$ cat src/rtl/loadable_updown_counter.sv
// -----------------------------------------------------------------------------
// loadable_updown_counter
//
// Registered up/down counter with a programmable terminal value. It supports
// synchronous clear, clamped load, a cascade carry/borrow chain and a sticky
// wrap flag. Several instances can be chained into multi-digit counters, for
// example decade counters: wire each stage's cout to the next stage's cin.
// All stages share en, up and clk.
//
// Parameters
//   WIDTH  counter width in bits (>= 1)
//   MAX    terminal (wrap) value, 1 <= MAX <= 2**WIDTH-1; modulus is MAX+1
//
// Ports
//   clk    in   1      rising-edge clock
//   rst_n  in   1      asynchronous active-low reset (q=0, wrap=0)
//   clr    in   1      synchronous clear, highest priority
//   ld     in   1      synchronous load of d (values above MAX clamp to MAX)
//   d      in   WIDTH  load value
//   en     in   1      local count enable
//   cin    in   1      cascade enable from the previous stage (tie 1 at stage 0)
//   up     in   1      direction: 1 = up, 0 = down
//   q      out  WIDTH  registered count, never above MAX
//   tc     out  1      terminal count: up ? q==MAX : q==0 (combinational)
//   cout   out  1      cascade carry/borrow: tc & en & cin (combinational)
//   wrap   out  1      sticky flag, set by any wrap, cleared by clr/ld/reset
// -----------------------------------------------------------------------------
module loadable_updown_counter #(
   parameter int               WIDTH = 4,
   parameter logic [WIDTH-1:0] MAX   = '1
) (
   input  logic             clk,
   input  logic             rst_n,
   input  logic             clr,
   input  logic             ld,
   input  logic [WIDTH-1:0] d,
   input  logic             en,
   input  logic             cin,
   input  logic             up,
   output logic [WIDTH-1:0] q,
   output logic             tc,
   output logic             cout,
   output logic             wrap
);

   localparam logic [WIDTH-1:0] ZERO = '0;
   localparam logic [WIDTH-1:0] ONE  = WIDTH'(1);

   // Operation selected for the coming edge, in priority order.
   typedef enum logic [1:0] {
      OP_HOLD  = 2'd0,
      OP_CLEAR = 2'd1,
      OP_LOAD  = 2'd2,
      OP_COUNT = 2'd3
   } op_e;

   op_e              op;
   logic             step;
   logic [WIDTH-1:0] load_val;
   logic [WIDTH-1:0] count_val;
   logic [WIDTH-1:0] q_next;
   logic             wrap_next;

   // ---------------------------------------------------------------------------
   // Terminal count and cascade carry
   // ---------------------------------------------------------------------------
   // Both outputs are combinational from q and the control inputs, so a chain of
   // N stages has an N-deep ripple through cout -> cin. This lets every stage
   // step on the same edge at which its predecessor wraps.
   assign tc   = up ? (q == MAX) : (q == ZERO);
   assign step = en & cin;
   assign cout = tc & step;

   // ---------------------------------------------------------------------------
   // Load clamping
   // ---------------------------------------------------------------------------
   // Clamping keeps q inside 0..MAX, so the count path only needs to detect
   // equality with MAX or zero. Out-of-range states never have to be handled.
   assign load_val = (d > MAX) ? MAX : d;

   // ---------------------------------------------------------------------------
   // Count step
   // ---------------------------------------------------------------------------
   // tc already reports the wrap condition for the current direction. At the
   // terminal value the counter jumps to the opposite end of the range.
   // Elsewhere it steps by one, and WIDTH-bit arithmetic cannot overflow there.
   always_comb begin
      // NOTE: every signal assigned in a combinational block gets a default
      // first, so that no path can leave it unassigned and infer a latch.
      count_val = q;
      if (up) begin
         count_val = tc ? ZERO : (q + ONE);
      end else begin
         count_val = tc ? MAX : (q - ONE);
      end
   end

   // ---------------------------------------------------------------------------
   // Operation select: clr > ld > count > hold
   // ---------------------------------------------------------------------------
   always_comb begin
      op = OP_HOLD;
      if (clr) begin
         op = OP_CLEAR;
      end else if (ld) begin
         op = OP_LOAD;
      end else if (step) begin
         op = OP_COUNT;
      end
   end

   // ---------------------------------------------------------------------------
   // Next-state
   // ---------------------------------------------------------------------------
   // wrap is sticky. It is cleared by clear or load and set by a counting edge
   // that passes through the terminal value. When a wrap and a clear fall on the
   // same edge, the clear wins because it has priority in op.
   always_comb begin
      q_next    = q;
      wrap_next = wrap;
      unique case (op)
         OP_CLEAR: begin
            q_next    = ZERO;
            wrap_next = 1'b0;
         end
         OP_LOAD: begin
            q_next    = load_val;
            wrap_next = 1'b0;
         end
         OP_COUNT: begin
            q_next    = count_val;
            wrap_next = wrap | tc;
         end
         default: begin
            q_next    = q;
            wrap_next = wrap;
         end
      endcase
   end

   // ---------------------------------------------------------------------------
   // State registers
   // ---------------------------------------------------------------------------
   // Reset is asynchronous. An edge that is pending when rst_n falls is lost,
   // and counting resumes on the first rising edge with rst_n high.
   always_ff @(posedge clk or negedge rst_n) begin
      // NOTE: sequential state uses non-blocking assignments. All registers then
      // update together at the edge, whatever order the blocks evaluate in.
      if (!rst_n) begin
         q    <= ZERO;
         wrap <= 1'b0;
      end else begin
         q    <= q_next;
         wrap <= wrap_next;
      end
   end

   // ---------------------------------------------------------------------------
   // Invariant: the count never leaves 0..MAX once out of reset.
   // ---------------------------------------------------------------------------
`ifndef SYNTHESIS
   q_in_range : assert property (@(posedge clk) disable iff (!rst_n) q <= MAX)
      else $error("q above MAX");
`endif

endmodule

$ cat config.mk
export PLATFORM = sky130hd
export DESIGN_NAME = loadable_updown_counter
export DESIGN_NICKNAME = d
export VERILOG_FILES = /design/src/rtl/loadable_updown_counter.sv
export SDC_FILE = /design/constraint.sdc
export NUM_CORES = 1
export LEC_CHECK = 0
export ABC_AREA = 1
export CORE_AREA = 2 2 39 41
export CTS_CLUSTER_SIZE = 30
export DETAILED_ROUTE_END_ITERATION = 6
export DIE_AREA = 0 0 41 43
export SKIP_LAST_GASP = 1
export SYNTH_ARGS = -nofsm -noshare
export SYNTH_HDL_FRONTEND = slang
export SYNTH_SLANG_ARGS = --single-unit
$ cat constraint.sdc
create_clock -name clk -period 1.8 [get_ports clk]
set_input_delay 0.36 -clock clk [delete_from_list [all_inputs] [get_ports clk]]
set_output_delay 0.36 -clock clk [all_outputs]
set_load 0.03 [all_outputs]
==> out/qor.yml, run 1 <==
drive_gt1_share_pct: 23.33
path_buf_inv: 1
cts_sinks: 5
nFillCells: 149
cts_tree: "done"
critical_path.slowest_cell: "clkdlybuf4s50_1"
reg2reg_from: "q[0]"
final_common_cell: "nand2_1"
cap_violations: 0
holdWs_ns: 0.3354
gp_congestion: 0.7842
grt_start_max_net_pins: 7
start_util_pct: 29.57
vias: 494
dpl_cell_area_um2: 620.6
dpl.hpwl_um: 857.3
crit_arrival_ns: 1.39
switching_share_pct: 33.56
min_period_ns: 1.747
p_per_area_nw_per_um2: 597.7
port_buffers: 17
antenna_cells: 0
pwr-share-seq_pct: 31.6
rows: 14
finalSetupViolations: 0
ir_drop_uv: 518.4
fmax_ghz: 0.5725
drc: 0
track_usage_pct: 14.56
synth.area.top_cells: "dfrtp_1 (31%), nand2_1 (19%), nand3_1 (9.8%)"
yosys.area.top_type: "dfrtp_1"
internal_power_uw: 279.2
slew_viol_final: 0
ys_types: 16
ant_nets: 0
fin_crit_sh_pct: 97.04
first_iter_violations: 10
die_w_um: 41
clk_pin_slew_worst_paths_ns: 0.05
syn_nets: 77
hold_viol_final: 0
cp-end-kind: "primary output"
clock_latency_ns: 0.24
dr.pass1.iters: 4
yosysTopAreaCellShare_pct: 30.58
power.leakage_uw: 0.0003434
startpoint_type: "flop"
status: "finished clean"
slowest_delay_ns: 0.70
cts-root-buf: "clkbuf_4"
skew_ns: 0.002459
layout_common_cells: "nand2_1 (21), clkdlybuf4s50_1 (14), nand3_1 (8)"
hold_buffers: 0
rrSetupSlack_ns: 0.58
gr-total-overflow: 0
final_area_um2: 703.2
num_io_pins: 18
htree_levels: 1
comb_power_share_pct: 37.0
syn-mean-instance-area_um2: 6.393
worstPathCellList: "clkdlybuf4s50_1"
vias_per_cell: 4.660
crit_cells: 1
worstPathRequired_ns: 1.44
power.switching_uw: 141.1
synth_seq_cells: 5
drt-wirelength-per-cell_um: 10.56
grt_pass1_vias: 446
total_power_uw: 420.3
area_delta_synth_final_pct: 71.87
synth_cells: 64
clockPowerShare_pct: 31.4
wl_mm: 1.119
cts_buffers: 3
hp-class: "input port to asynchronous set/reset pin"
place_ws_ns: -0.01749
worst_pin_slew_ns: 0.3085
slew_headroom_pct: 79.37
criticalPathCategory: "flop to primary output"
cts.path.max_buffers: 2
dieArea_um2: 1763
reg2regPathDepth: 6
netlist_area_um2: 409.1
cp_max_fo: 6
finalWorstSetupSlack_ns: 0.05331
antenna_found_initial: 0
core_area_um2: 1384
timing.rr.end: "q[2]"
cp_top_family: "buffers and inverters"
fin_nets: 104
grt_first_pass_wirelength_mm: 1.745
yosys_warnings: 0
die_h_um: 43
seq_area_frac_synth_pct: 30.58
-- metrics by stage --
stage          cells  utilization, %  setup TNS, ns
2_1_floorplan     64               -              0
3_3_place_gp     100           44.85              0
3_5_place_dp     100           44.85       -0.01749
4_1_cts          105           48.10              0
5_1_grt          106           50.81      -0.001492
6_report         106           50.81              0
-- registers in the layout (all words and copies together), names as in the netlist --
register	cells
wrap	1
q	4
-- power by group through the flow --
stage | clock [uW] | combinational, uW | sequential, uW
final | 132 | 155 | 133
after global routing | 140 | 169 | 134
after CTS | 132 | 147 | 129
after detailed placement | 0 | 138 | 131
after global placement | 0 | 137 | 131
after floorplan | 0 | 60.2 | 145
-- area by class of cell --
class	count	area (um^2)	area share (%)
Sequential cell	5	127.6	18.15
Clock buffer	4	26.28	3.737
Multi-Input combinational cell	48	280.3	39.86
Tap cell	16	20.02	2.847
Timing Repair Buffer	22	205.2	29.18
Inverter	11	43.79	6.228
-- cell usage after synthesis --
library cell	count
a21oi_1	1
a21oi_2	1
dfrtp_1	5
ha_1	2
inv_1	9
inv_2	2
nand2_1	21
nand3_1	8
nand4_1	1
nand4_2	1
nor2_1	7
o211ai_1	1
o21ai_0	2
o21ai_1	1
o221ai_1	1
xor2_1	1
-- how the worst max path moves through the flow --
stage                     start  endpoint
after floorplan            q[0]      cout
after global routing       q[0]      cout
final                      q[3]      q[3]
after CTS                  q[1]      cout
after global placement       up      cout
after detailed placement     up      cout
-- metal layers --
layer,track usage (%),vias to the layer above,wire (um)
met5,0,-,0
met4,2.000,0,0
met3,6.283,0,69
met2,23.75,17,574
met1,17.43,220,475
li1,-,257,-
-- what timing repair did --
item / in CTS / in global routing
setup buffers: 1 / 1
pin swaps: 2 / 5
resized for setup: 3 / 9
endpoints found under the setup margin: 2 / 2
-- cell families (layout without fill, tap and decap cells) --
kind of cell,Yosys count,count (layout),share of synthesized area (%)
simple gates,38,38,40.06
compound gates,7,7,11.01
xor+xnor,1,1,2.141
fa+ha+maj,2,2,6.115
buf+inv,11,37,10.09
flops,5,5,30.58
Power figures use the tool's default switching activity.
==> inputs of run 2 (changes only) <==
--- a/config.mk
+++ b/config.mk
@@ -10,6 +10,7 @@
 export CTS_CLUSTER_SIZE = 30
 export DETAILED_ROUTE_END_ITERATION = 6
 export DIE_AREA = 0 0 41 43
+export GPL_TIMING_DRIVEN = 0
 export SKIP_LAST_GASP = 1
 export SYNTH_ARGS = -nofsm -noshare
 export SYNTH_HDL_FRONTEND = slang
==> run 2 against run 1 <==
Net effect:
- sequential power hardly changed
- critical path type unchanged
- flip-flop and latch count is the same
- final area fell by 8.2%
- utilization down 4.2 points
- count of clock-buffer cells in the layout unchanged
- via count down 4.5%
- wire length is 8.4% lower
- register-to-register slack is essentially flat
- hold slack is essentially flat
- clock skew rose by 0.0021 ns
- global-route usage is 0.94 points lower
==> out/qor.yml, run 2 (synthesized netlist as in run 1, its figures left out) <==
status: "finished clean"
power.leakage_uw: 0.0003499
wl_mm: 1.025
setup-tns-final_ns: 0
top_register: "q"
ant_nets: 0
post_cts_buffers: 0
first_iter_violations: 4
worst_pin_slew_ns: 0.3144
area_delta_synth_final_pct: 57.80
power.switching_uw: 128.7
clock_latency_ns: 0.24
met1_usage_pct: 16.99
cts.path.max_buffers: 2
gr-total-overflow: 0
dr.pass1.iters: 4
p_per_area_nw_per_um2: 612.5
internal_power_uw: 266.7
cts_sinks: 5
dieArea_um2: 1763
vias: 472
holdWs_ns: 0.3353
slew_headroom_pct: 79.00
drt-wirelength-per-cell_um: 10.15
finalSetupViolations: 0
grt_use_met2_pct: 20.31
port_buffers: 17
layout_common_cells: "nand2_1 (21), clkdlybuf4s50_1 (12), nand3_1 (8)"
cts_tree: "done"
fin_nets: 99
switching_share_pct: 32.55
antenna_found_initial: 0
fin_crit_sh_pct: 98.42
final_common_cell: "nand2_1"
rows: 14
core_area_um2: 1384
busiest_layer: "met2"
num_io_pins: 18
dpl_cell_area_um2: 603.1
grt_pass1_vias: 392
cts-root-buf: "clkbuf_4"
top_regs: "q x4, wrap x1"
crit_arrival_ns: 1.41
pwr-share-seq_pct: 33.7
grt_start_max_net_pins: 8
fmax_ghz: 0.5644
place_ws_ns: -0.5707
cap_violations: 0
clockPowerShare_pct: 32.3
grtUsageMet3_pct: 6.283
hold_buffers: 0
slew_viol_final: 0
cts_buffers: 3
largest_reg_flops: 4
drc: 0
skew_ns: 0.004518
startpoint_type: "flop"
die_w_um: 41
track_usage_pct: 13.62
cp_max_fo: 6
htree_levels: 1
clk_pin_slew_worst_paths_ns: 0.04
nFillCells: 160
comb_power_share_pct: 34.0
min_period_ns: 1.772
worstPathRequired_ns: 1.44
hp-class: "input port to asynchronous set/reset pin"
vias_per_cell: 4.673
die_h_um: 43
criticalPathCategory: "flop to primary output"
antenna_cells: 0
start_util_pct: 29.57
grt_first_pass_wirelength_mm: 1.607
finalWorstSetupSlack_ns: 0.02836
drive_gt1_share_pct: 18.82
gp_congestion: 0.7338
final_area_um2: 645.6
cp-end-kind: "primary output"
rsz0062_at_grt: "true"
dpl.hpwl_um: 777.5
hold_viol_final: 0
ir_drop_uv: 299.6
-- run 2: cell type report --
type / count / area, um^2 / share of cell area, %
multi-input cells: 48 / 261.5 / 40.50
repair buffers: 17 / 168.9 / 26.16
flip-flops and latches: 5 / 127.6 / 19.77
inverters: 11 / 41.29 / 6.395
clock buffers: 4 / 26.28 / 4.070
well taps: 16 / 20.02 / 3.101
-- run 2: final timing paths --
kind                       startpoint   end  slack (ns)  cells past startpoint
max                              q[0]  cout        0.03                      4
min                             rst_n  q[2]        0.34                      1
max reg2reg                      q[0]  wrap        0.57                      5
min reg2reg                      wrap  wrap        0.52                      2
max in group asynchronous       rst_n  q[0]        1.26                      1
min in group clk                 wrap  wrap        0.52                      2
-- run 2: worst max-delay path, stage by stage, from the launching register on --
cell and delay [ns]:
dfrtp_2 0.41, ha_2 0.21, nand4_1 0.20, a21oi_2 0.19, buf_4 0.17
-- run 2: layer usage --
layer  vias to the layer above  routed length [um]
met2                        20                 505
met1                       201                 458
met3                         0                  61
li1                        251                   -
met4                         0                   0
met5                         -                   0
-- run 2: timing repair --
item | CTS | global route
resized for setup | 17 | 5
setup endpoints to repair | 2 | 4
endpoints found under the hold margin | 0 | 0
pin swaps | 1 | 1
-- run 2: metrics by stage --
step	power (uW)	utilization (%)	std cells
2_1_floorplan	205.5	-	64
3_3_place_gp	262.8	43.58	97
3_5_place_dp	263.2	43.58	97
4_1_cts	400.7	46.02	101
5_1_grt	425.0	46.65	101
6_report	395.5	46.65	101
-- run 2: power groups by stage --
stage          Combinational, uW  Sequential [uW]  Clock [uW]
2_1_floorplan               60.2              145           0
3_3_place_gp                 129              133           0
3_5_place_dp                 130              134           0
4_1_cts                      135              133         133
5_1_grt                      148              135         142
6_report                     135              133         128
